File: src/rtl/tmr_pkg.sv
`default_nettype none
// ============================================================================
//  Module      : tmr_pkg
//  Description : Shared definitions for the TMR recovery sequencer: state
//                encoding, core indices, voter one-hot masks and the
//                source/target core selection helpers.
//  Revision    : 1.0 - initial release
// ============================================================================
package tmr_pkg;

    typedef enum logic [2:0] {
        ST_IDLE    = 3'd0,
        ST_LATCH   = 3'd1,
        ST_COPY    = 3'd2,
        ST_VERIFY  = 3'd3,
        ST_PC_LOAD = 3'd4,
        ST_DONE    = 3'd5,
        ST_FAIL    = 3'd6
    } rec_state_e;

    localparam logic [1:0] CORE_A = 2'd0;
    localparam logic [1:0] CORE_B = 2'd1;
    localparam logic [1:0] CORE_C = 2'd2;

    localparam logic [2:0] MASK_NONE = 3'b000;
    localparam logic [2:0] MASK_A    = 3'b001;
    localparam logic [2:0] MASK_B    = 3'b010;
    localparam logic [2:0] MASK_C    = 3'b100;

    // True when exactly one core is flagged, i.e. the fault is recoverable.
    function automatic logic is_single_fault(input logic [2:0] mask);
        return (mask == MASK_A) || (mask == MASK_B) || (mask == MASK_C);
    endfunction

    // Lowest-index core that is not flagged by the voter.
    function automatic logic [1:0] pick_source(input logic [2:0] mask);
        if ((mask & MASK_A) == MASK_NONE) begin
            return CORE_A;
        end else if ((mask & MASK_B) == MASK_NONE) begin
            return CORE_B;
        end
        return CORE_C;
    endfunction

    // Core index of a one-hot target mask.
    function automatic logic [1:0] mask_to_core(input logic [2:0] mask);
        if (mask == MASK_A) begin
            return CORE_A;
        end else if (mask == MASK_B) begin
            return CORE_B;
        end
        return CORE_C;
    endfunction

endpackage
`default_nettype wire

File: src/rtl/tmr_core_mux3.sv
`default_nettype none
// ============================================================================
//  Module      : tmr_core_mux3
//  Description : DATA_W-wide 3:1 selector indexed by core number (A/B/C).
//                An out-of-range index yields zero.
//  Revision    : 1.0 - initial release
// ============================================================================
module tmr_core_mux3
    import tmr_pkg::*;
#(
    parameter int DATA_W = 32
) (
    input  logic [1:0]        sel,
    input  logic [DATA_W-1:0] data_a,
    input  logic [DATA_W-1:0] data_b,
    input  logic [DATA_W-1:0] data_c,
    output logic [DATA_W-1:0] data_y
);

    // Pick the data of the selected core.
    always_comb begin
        data_y = '0;
        case (sel)
            CORE_A:  data_y = data_a;
            CORE_B:  data_y = data_b;
            CORE_C:  data_y = data_c;
            default: data_y = '0;
        endcase
    end

endmodule
`default_nettype wire

File: src/rtl/tmr_recovery_sequencer.sv
`default_nettype none
// ============================================================================
//  Module      : tmr_recovery_sequencer
//  Description : Copies x1..x31 and the PC from a healthy core into the core
//                flagged by the voter, one register per cycle, while lockstep
//                holds all cores. Pulses rec_done on success; sets the sticky
//                rec_fault on an unrecoverable condition.
//  Options     : RECOVERY_VERIFY_EN - adds a read-back sweep comparing the
//                target against the source before the PC is loaded.
//  Revision    : 1.0 - initial release
// ============================================================================
module tmr_recovery_sequencer
    import tmr_pkg::*;
#(
    parameter int DATA_W   = 32,
    parameter int ADDR_W   = 5,
    parameter int NUM_REGS = 32
) (
    input  logic              clk,
    input  logic              rst_in,
    input  logic [2:0]        Voter_state,
    input  logic              core_hold,
    input  logic [DATA_W-1:0] RD_A,
    input  logic [DATA_W-1:0] RD_B,
    input  logic [DATA_W-1:0] RD_C,
    input  logic [DATA_W-1:0] PC_A,
    input  logic [DATA_W-1:0] PC_B,
    input  logic [DATA_W-1:0] PC_C,
    output logic [ADDR_W-1:0] rec_addr,
    output logic [2:0]        rec_we,
    output logic [DATA_W-1:0] rec_wd,
    output logic [2:0]        rec_pc_we,
    output logic [DATA_W-1:0] rec_pc,
    output logic              rec_busy,
    output logic              rec_done,
    output logic              rec_fault
);

    // x0 is hardwired, so the sweep runs 1..NUM_REGS-1.
    localparam logic [ADDR_W-1:0] c_first_addr = ADDR_W'(1);
    localparam logic [ADDR_W-1:0] c_last_addr  = ADDR_W'(NUM_REGS - 1);

    rec_state_e        r_state;
    rec_state_e        w_next_state;
    logic [2:0]        r_tgt;
    logic [1:0]        r_src;
    logic [ADDR_W-1:0] r_addr;

    logic              w_capture_tgt;
    logic              w_load_src;
    logic              w_addr_inc;
    logic              w_addr_restart;

    logic [DATA_W-1:0] w_rd_src;
    logic [DATA_W-1:0] w_pc_src;

    tmr_core_mux3 #(.DATA_W(DATA_W)) u_src_rd_mux (
        .sel    (r_src),
        .data_a (RD_A),
        .data_b (RD_B),
        .data_c (RD_C),
        .data_y (w_rd_src)
    );

    tmr_core_mux3 #(.DATA_W(DATA_W)) u_src_pc_mux (
        .sel    (r_src),
        .data_a (PC_A),
        .data_b (PC_B),
        .data_c (PC_C),
        .data_y (w_pc_src)
    );

`ifdef RECOVERY_VERIFY_EN
    logic [1:0]        w_tgt_core;
    logic [DATA_W-1:0] w_rd_tgt;

    assign w_tgt_core = mask_to_core(r_tgt);

    tmr_core_mux3 #(.DATA_W(DATA_W)) u_tgt_rd_mux (
        .sel    (w_tgt_core),
        .data_a (RD_A),
        .data_b (RD_B),
        .data_c (RD_C),
        .data_y (w_rd_tgt)
    );
`endif

    // State register; reset aborts any recovery in progress.
    always_ff @(posedge clk) begin
        if (!rst_in) begin
            r_state <= ST_IDLE;
        end else begin
            r_state <= w_next_state;
        end
    end

    // Target/source/address registers, steered by strobes from the FSM.
    always_ff @(posedge clk) begin
        if (!rst_in) begin
            r_tgt  <= MASK_NONE;
            r_src  <= CORE_A;
            r_addr <= '0;
        end else begin
            if (w_capture_tgt) begin
                r_tgt <= Voter_state;
            end
            if (w_load_src) begin
                r_src  <= pick_source(r_tgt);
                r_addr <= c_first_addr;
            end else if (w_addr_restart) begin
                r_addr <= c_first_addr;
            end else if (w_addr_inc) begin
                r_addr <= r_addr + c_first_addr;
            end
        end
    end

    // Next-state logic and Moore outputs; write enables only in their phase.
    always_comb begin
        w_next_state   = r_state;
        w_capture_tgt  = 1'b0;
        w_load_src     = 1'b0;
        w_addr_inc     = 1'b0;
        w_addr_restart = 1'b0;
        rec_addr       = '0;
        rec_we         = 3'b000;
        rec_wd         = '0;
        rec_pc_we      = 3'b000;
        rec_pc         = '0;
        rec_done       = 1'b0;
        rec_fault      = 1'b0;
        rec_busy       = (r_state != ST_IDLE);

        case (r_state)
            ST_IDLE: begin
                if (core_hold && (Voter_state != MASK_NONE)) begin
                    w_capture_tgt = 1'b1;
                    w_next_state  = ST_LATCH;
                end
            end

            ST_LATCH: begin
                if (!core_hold || !is_single_fault(r_tgt)) begin
                    w_next_state = ST_FAIL;
                end else begin
                    w_load_src   = 1'b1;
                    w_next_state = ST_COPY;
                end
            end

            ST_COPY: begin
                rec_addr = r_addr;
                rec_we   = r_tgt;
                rec_wd   = w_rd_src;
                if (!core_hold) begin
                    w_next_state = ST_FAIL;
                end else if (r_addr == c_last_addr) begin
`ifdef RECOVERY_VERIFY_EN
                    w_addr_restart = 1'b1;
                    w_next_state   = ST_VERIFY;
`else
                    w_next_state   = ST_PC_LOAD;
`endif
                end else begin
                    w_addr_inc = 1'b1;
                end
            end

`ifdef RECOVERY_VERIFY_EN
            ST_VERIFY: begin
                rec_addr = r_addr;
                if (!core_hold || (w_rd_tgt != w_rd_src)) begin
                    w_next_state = ST_FAIL;
                end else if (r_addr == c_last_addr) begin
                    w_next_state = ST_PC_LOAD;
                end else begin
                    w_addr_inc = 1'b1;
                end
            end
`endif

            ST_PC_LOAD: begin
                rec_pc    = w_pc_src;
                rec_pc_we = r_tgt;
                if (!core_hold) begin
                    w_next_state = ST_FAIL;
                end else begin
                    w_next_state = ST_DONE;
                end
            end

            ST_DONE: begin
                rec_done     = 1'b1;
                w_next_state = ST_IDLE;
            end

            ST_FAIL: begin
                rec_fault = 1'b1;
            end

            default: begin
                w_next_state = ST_IDLE;
            end
        endcase
    end

endmodule
`default_nettype wire

File: config.mk
export PLATFORM = sky130hd
export DESIGN_NAME = tmr_recovery_sequencer
export DESIGN_NICKNAME = d
export VERILOG_FILES = /design/src/rtl/tmr_pkg.sv /design/src/rtl/tmr_core_mux3.sv /design/src/rtl/tmr_recovery_sequencer.sv
export SDC_FILE = /design/constraint.sdc
export NUM_CORES = 1
export LEC_CHECK = 0
export ABC_AREA = 1
export CORE_AREA = 2 2 108 110
export DETAILED_ROUTE_END_ITERATION = 8
export DIE_AREA = 0 0 110 112
export PLACE_DENSITY = 0.7
export SLEW_MARGIN = 10
export SYNTH_ARGS = -nofsm -noshare
export SYNTH_HDL_FRONTEND = slang
export SYNTH_HIERARCHICAL = 1
export SYNTH_SLANG_ARGS = --single-unit
File: constraint.sdc
create_clock -name clk -period 2.05 [get_ports clk]
set_clock_uncertainty 0.05 [all_clocks]
set_input_delay 0.3075 -clock clk [delete_from_list [all_inputs] [get_ports clk]]
set_output_delay 0.3075 -clock clk [all_outputs]
set_load 0.01 [all_outputs]
**Yosys cells after proc, flatten, opt, wreduce, memory -nomap -nowiden**

Index checks and enable logic that the tools add are counted.

- Memories: 0
- Word-level logic and storage cells: 67
- Bits in latches: 0
- RAM bits: 0
- Register bits: 13
- Output and inout bits: 78
- Input bits: 198
- Bits in read-only memories: 0

- $mul: 0
- Shifts and indexed selects: 0
- Div/mod/pow operators: 0
- Reductions and logical operators: 15
- Multiplexer cells: 31
- Bitwise gates (word level): 2
- Equality and inequality tests: 13
- Add/sub/neg operators: 1
- Magnitude comparators: 0

Operators with widths:

| kind | number |
|---|---|
| 32-bit one-hot mux with 3 select lines | 2 |
| 32-bit two-way mux | 2 |
| 3-bit two-way mux | 6 |
| 1-bit two-way mux | 15 |
| 3-bit one-hot mux with 5 select lines | 1 |
| 3-bit equality test (second input constant) | 4 |
| 3-bit logical NOT | 3 |
| 2-bit two-way mux | 4 |
| 3-bit by 1-bit equality test with 1-bit output (second input constant) | 2 |
| 3-bit by 2-bit equality test with 1-bit output (second input constant) | 2 |
| 3-bit nonzero test | 2 |
| 5-bit by 1-bit adder with 5-bit output (second input constant) | 1 |
| 5-bit equality test (second input constant) | 1 |
| 5-bit two-way mux | 1 |
| 1-bit logical OR | 3 |
| 3-bit inequality test (second input constant) | 1 |
| 3-bit AND reduction | 1 |
| 2-bit by 1-bit equality test with 1-bit output (second input constant) | 1 |
| 2-bit equality test (second input constant) | 1 |
| 1-bit logical NOT | 2 |
| 2-bit logical NOT | 1 |
| 2-bit inequality test (second input constant) | 1 |
| 1-bit inverter | 2 |
| 2-bit nonzero test | 1 |
| other kinds (2) | 2 |

**Logic depth before layout (Yosys ltp)**

- Depth after elaboration: 10
- Gate-level depth with buffers: 10
- Gate-level depth less buffers: 10

**Modules after synthesis**

The synthesis kept the hierarchy.

Modules (own cells, without submodules):

| module | times used | area an instance (um^2) | cells each | seq. area each (um^2) |
|---|---|---|---|---|
| tmr_core_mux3 | 2 | 782.0 | 148 | 0.0 |
| tmr_recovery_sequencer | 1 | 1244.9 | 242 | 260.2 |

**Worst setup path after synthesis**

OpenSTA, ideal clock, no wires.

- Kind: flip-flop to flip-flop
- Start: register r_addr[0]
- End: register r_addr[2]
- Arrival: 1.332 ns
- Path buffers: 0
- Required time: 1.883 ns
- Setup slack: 0.551 ns
- Setup time: 0.117 ns
- Period minus slack after synthesis: 1.499 ns
- Cell stages (with the launch flop): 11
- Path through: dfxtp_1 -> ha_1 -> nand2_1 -> nor2_1 -> ha_1 -> nor2_2 -> nand3_4 -> inv_2 -> nand2_1 -> nor2_1 -> nor3b_2

- Word-level cells in the longest chain between the ends: 4
- Elaborated cells on any way between the ends: 5
- Classes of those cells: 1 x add/sub; 1 x eq/ne; 3 x mux

Ends and longest elaborated chain:

| item | line | source |
|---|---|---|
| start, declared | tmr_recovery_sequencer.sv:47 | `logic [ADDR_W-1:0] r_addr;` |
| start signal, assigned | tmr_recovery_sequencer.sv:109 | `r_addr <= c_first_addr;` |
| start signal, assigned | tmr_recovery_sequencer.sv:111 | `r_addr <= c_first_addr;` |
| start signal, assigned | tmr_recovery_sequencer.sv:113 | `r_addr <= r_addr + c_first_addr;` |
| 5-bit equality test | tmr_recovery_sequencer.sv:157 | `end else if (r_addr == c_last_addr) begin` |
| 1-bit two-way mux | tmr_recovery_sequencer.sv:157 |  |
| 1-bit two-way mux | tmr_recovery_sequencer.sv:155 | `if (!core_hold) begin` |
| 1-bit two-way mux | tmr_recovery_sequencer.sv:134 | `case (r_state)` |

Parallel ways exist; a longest one is shown, timed or not.
A chain may end at the register's enable or synchronous reset.

**Worst setup path in the final report**

- Start: register r_src[0]
- End: output port rec_pc[29]

- Word-level cells in the longest chain between the ends: 3
- Elaborated cells on any way between the ends: 5
- Classes of those cells: 2 x eq/ne; 2 x mux; 1 x reduce/logical

Ends and longest elaborated chain:

| item | line | source |
|---|---|---|
| start, declared | tmr_recovery_sequencer.sv:46 | `logic [1:0] r_src;` |
| start signal, assigned | tmr_recovery_sequencer.sv:108 | `r_src <= pick_source(r_tgt);` |
| 2-bit equality test (tied with other cells) | tmr_core_mux3.sv:23 | `case (sel)` |
| 32-bit one-hot mux with 3 select lines * | tmr_core_mux3.sv:23 |  |
| via w_pc_src[29] | tmr_recovery_sequencer.sv:55 | `logic [DATA_W-1:0] w_pc_src;` |
| 32-bit two-way mux * | tmr_recovery_sequencer.sv:134 |  |
| end, declared | tmr_recovery_sequencer.sv:33 | `output logic [DATA_W-1:0] rec_pc,` |

Mark *: on every way through the listed nets, which the timed path passes. The rest lies on a longest branch.

==> impl_metrics.env <==
export IMPL_grt_total_usage_pct=20.1
export IMPL_grt_antenna_before_repair=0
export IMPL_relSlewSlack_pct=83.7
export IMPL_fill_cells=1137
export IMPL_clockRootBuffer="clkbuf_16"
export IMPL_finalCritPeriodShare_pct=98.0
export IMPL_die_w_um=110
export IMPL_status="finished clean"
export IMPL_p_leak_uw=0.00291
export IMPL_syn_area_mm2=0.00281
export IMPL_clockBufferDepth=2
export IMPL_cts_tree="done"
export IMPL_synthSimpleGateAreaFrac_pct=62.3
export IMPL_finalHoldViolCount=0
export IMPL_ys_ff_latch=13
export IMPL_dp_cells=943
export IMPL_place_congestion=0.877
export IMPL_grt_pass1_wl_mm=20.3
export IMPL_overflow=0
export IMPL_clock_fmax_ghz=0.498
export IMPL_synth_compound_area_share_pct=3.30
export IMPL_fin_util_pct=52.3
export IMPL_p_per_area_mw_per_mm2=460
export IMPL_critPathLaunchType="flip-flop"
export IMPL_worstMarginPinSlew_ns=0.242
export IMPL_crit_end="rec_pc[29]"
export IMPL_htree_levels=1
export IMPL_synth_top_family_by_area="simple AND/OR/NAND/NOR gates"
export IMPL_cp_max_fo=22
export IMPL_core_mm2=0.0112
export IMPL_placed_area_mm2=0.00577
export IMPL_min_delay_path_class="flip-flop to flip-flop"
export IMPL_drt_iter0_markers=183
export IMPL_drc=0
export IMPL_setup_viol=0
export IMPL_ant_nets=0
export IMPL_drv_slew=0
export IMPL_synth_distinct_cells=24
export IMPL_path_clk_slew_ns=0.04
export IMPL_diodes=0
export IMPL_cts_sinks=13
export IMPL_wl_met3_mm=1.35
export IMPL_drt_pass1_iter_count=4
export IMPL_die_area_mm2=0.0123
export IMPL_io_pin_count=276
export IMPL_layout_commonest_cell="clkdlybuf4s50_1"
export IMPL_avgSynthCellArea_um2=5.22
export IMPL_synth_adder_area_share_pct=0.891
export IMPL_synthCells=538
export IMPL_final_cells=954
export IMPL_fin_hold_ws_ns=0.425
export IMPL_vias=4585
export IMPL_crit_required_ns=1.69
export IMPL_ys_seq_area_share_pct=9.27
export IMPL_timing_rr_end="r_state[2]$_SDFFE_PN0P_"
export IMPL_crit_start="r_src[0]$_SDFFE_PN0P_"
export IMPL_reg2reg_from="r_addr[0]$_SDFFE_PN0P_"
export IMPL_crit_arrival_ns=1.65
export IMPL_finalCriticalPeriod_ns=2.01
export IMPL_max_cap_violations=0
export IMPL_drive_gt1_share_pct=12.6
export IMPL_grt_pass1_vias=4405
export IMPL_vias_per_cell=4.81
export IMPL_end_kind="output pin"
export IMPL_numCtsBuffers=3
export IMPL_nNetsFinal=1012
export IMPL_drt_met1_wl_mm=5.02
export IMPL_syn_num_nets=738
export IMPL_muxShareOfSynthArea_pct=0
export IMPL_rr_worst_depth=10
export IMPL_area_growth_pct=108
export IMPL_ys_warnings_count=6
export IMPL_synthXorXnorAreaFrac_pct=0.312
export IMPL_dr_max_layer_used="met4"
export IMPL_wl_met2_mm=6.95
export IMPL_final_cell_mix="clkdlybuf4s50_1, nand3_1, nor2_1, nand2_1, inv_1"
export IMPL_start_util_pct=25.1
export IMPL_place_hpwl_mm=10.5
export IMPL_worstSkewPairLatency_ns=0.24
export IMPL_drt_wl_total_mm=13.7
export IMPL_die_h_um=112
export IMPL_io_buffers=275
export IMPL_critPathKind="flip-flop to output pin"
export IMPL_rows=39
export IMPL_peakVddDrop_mv=0.598
export IMPL_rrSetupSlack_ns=0.36
export IMPL_grt_max_degree=44
export IMPL_wire_per_inst_um=14.4
export IMPL_final_area_mm2=0.00584
-- cells by family (layout without fill, tap and decap cells) --
kind of cell	count (synthesis)	count (layout)
AO/OA/AOI/OAI	18	18
adder cells (fa/ha/maj)	2	2
buffers and inverters	129	401
XOR/XNOR	1	1
flip-flops	13	13
AND/OR/NAND/NOR	375	376
-- stage by stage --
step | worst slack, ns | setup TNS, ns | total power (µW)
3_5_place_dp | -0.0593 | -0.154 | 2480
3_3_place_gp | -0.0447 | -0.0729 | 2460
5_1_grt | -0.00124 | -0.00124 | 2890
2_1_floorplan | 0.551 | 0 | 1280
4_1_cts | -0.0107 | -0.0107 | 2700
6_report | 0.0414 | 0 | 2690
-- cell usage after synthesis --
cell type  instances  share of area [%]
a21oi_1           10                1.8
nand2_2            4               0.89
inv_1             77                 10
nand4_1            1               0.22
nor2_2             2               0.45
buf_2             19                3.4
a211oi_1           1               0.27
nor3b_2            1               0.45
nor2_1            81                 11
nor3_2             1               0.36
buf_6             22                8.8
dfxtp_1           13                9.3
o21ai_0            6                1.1
nor2_8             2                1.4
ha_1               2               0.89
nor2_4             1               0.40
nor3_1             2               0.36
xor2_1             1               0.31
inv_2             11                1.5
o21ai_1            1               0.18
nand3_2            1               0.36
nand3_1          197                 35
nand3_4            1               0.62
nand2_1           81                 11
-- repair_timing --
| action | 4_1_cts | 5_1_grt |
|---|---|---|
| buffers inserted | 1 | 3 |
| gates resized for setup | 103 | 82 |
| endpoints found under the setup margin | 75 | 51 |
| cloned | 2 | 1 |
| hold buffers | 0 | 0 |
| pin swaps | 2 | 1 |
-- per-layer routing --
metal  track usage, %  vias to the layer above
li1                 -                     2270
met1             20.9                     2078
met2             38.2                      208
met3             4.92                       29
met4             6.84                        0
met5                0                        -
-- sequential cells by signal, summed over array words and instances, names as in the netlist --
register  flops
r_src         2
r_tgt         3
r_addr        5
r_state       3
-- where the power goes --
group	switching (µW)	leakage [µW]	internal, µW	total (µW)
Sequential	68.7	0.000108	312	381
Combinational	986	0.00277	956	1940
Clock	104	0.0000382	262	366
-- worst max-delay path: stages, from the launching register on --
cell             delay, ns
dfxtp_4               0.37
buf_12                0.16
nor2_8                0.13
buf_12                0.16
nand2_1               0.07
nand3_1               0.11
inv_1                 0.05
nor2_1                0.10
clkdlybuf4s15_1       0.24
-- final cells by class --
class / instances / area, µm² / area share [%]
clock buffer: 4 / 78.8 / 1.35
timing repair buffer: 309 / 3090 / 52.8
tap: 143 / 179 / 3.06
multi-input combinational: 397 / 1890 / 32.4
inverter: 88 / 338 / 5.78
sequential: 13 / 267 / 4.56
-- worst min-delay path by stage --
| stage | startpoint | endpoint | slack [ns] | cells past startpoint |
|---|---|---|---|---|
| floorplan | rst_in | r_tgt[0]$_SDFFE_PN0P_ | 0.40 | 2 |
| global placement | r_addr[3]$_SDFFE_PP0P_ | r_addr[3]$_SDFFE_PP0P_ | 0.41 | 2 |
| detailed placement | r_addr[3]$_SDFFE_PP0P_ | r_addr[3]$_SDFFE_PP0P_ | 0.42 | 2 |
| CTS | r_addr[3]$_SDFFE_PP0P_ | r_addr[3]$_SDFFE_PP0P_ | 0.43 | 2 |
| global route | r_addr[3]$_SDFFE_PP0P_ | r_addr[3]$_SDFFE_PP0P_ | 0.46 | 2 |
| finish | r_addr[3]$_SDFFE_PP0P_ | r_addr[3]$_SDFFE_PP0P_ | 0.43 | 2 |
No activity file was read; power rests on OpenSTA's default activity.
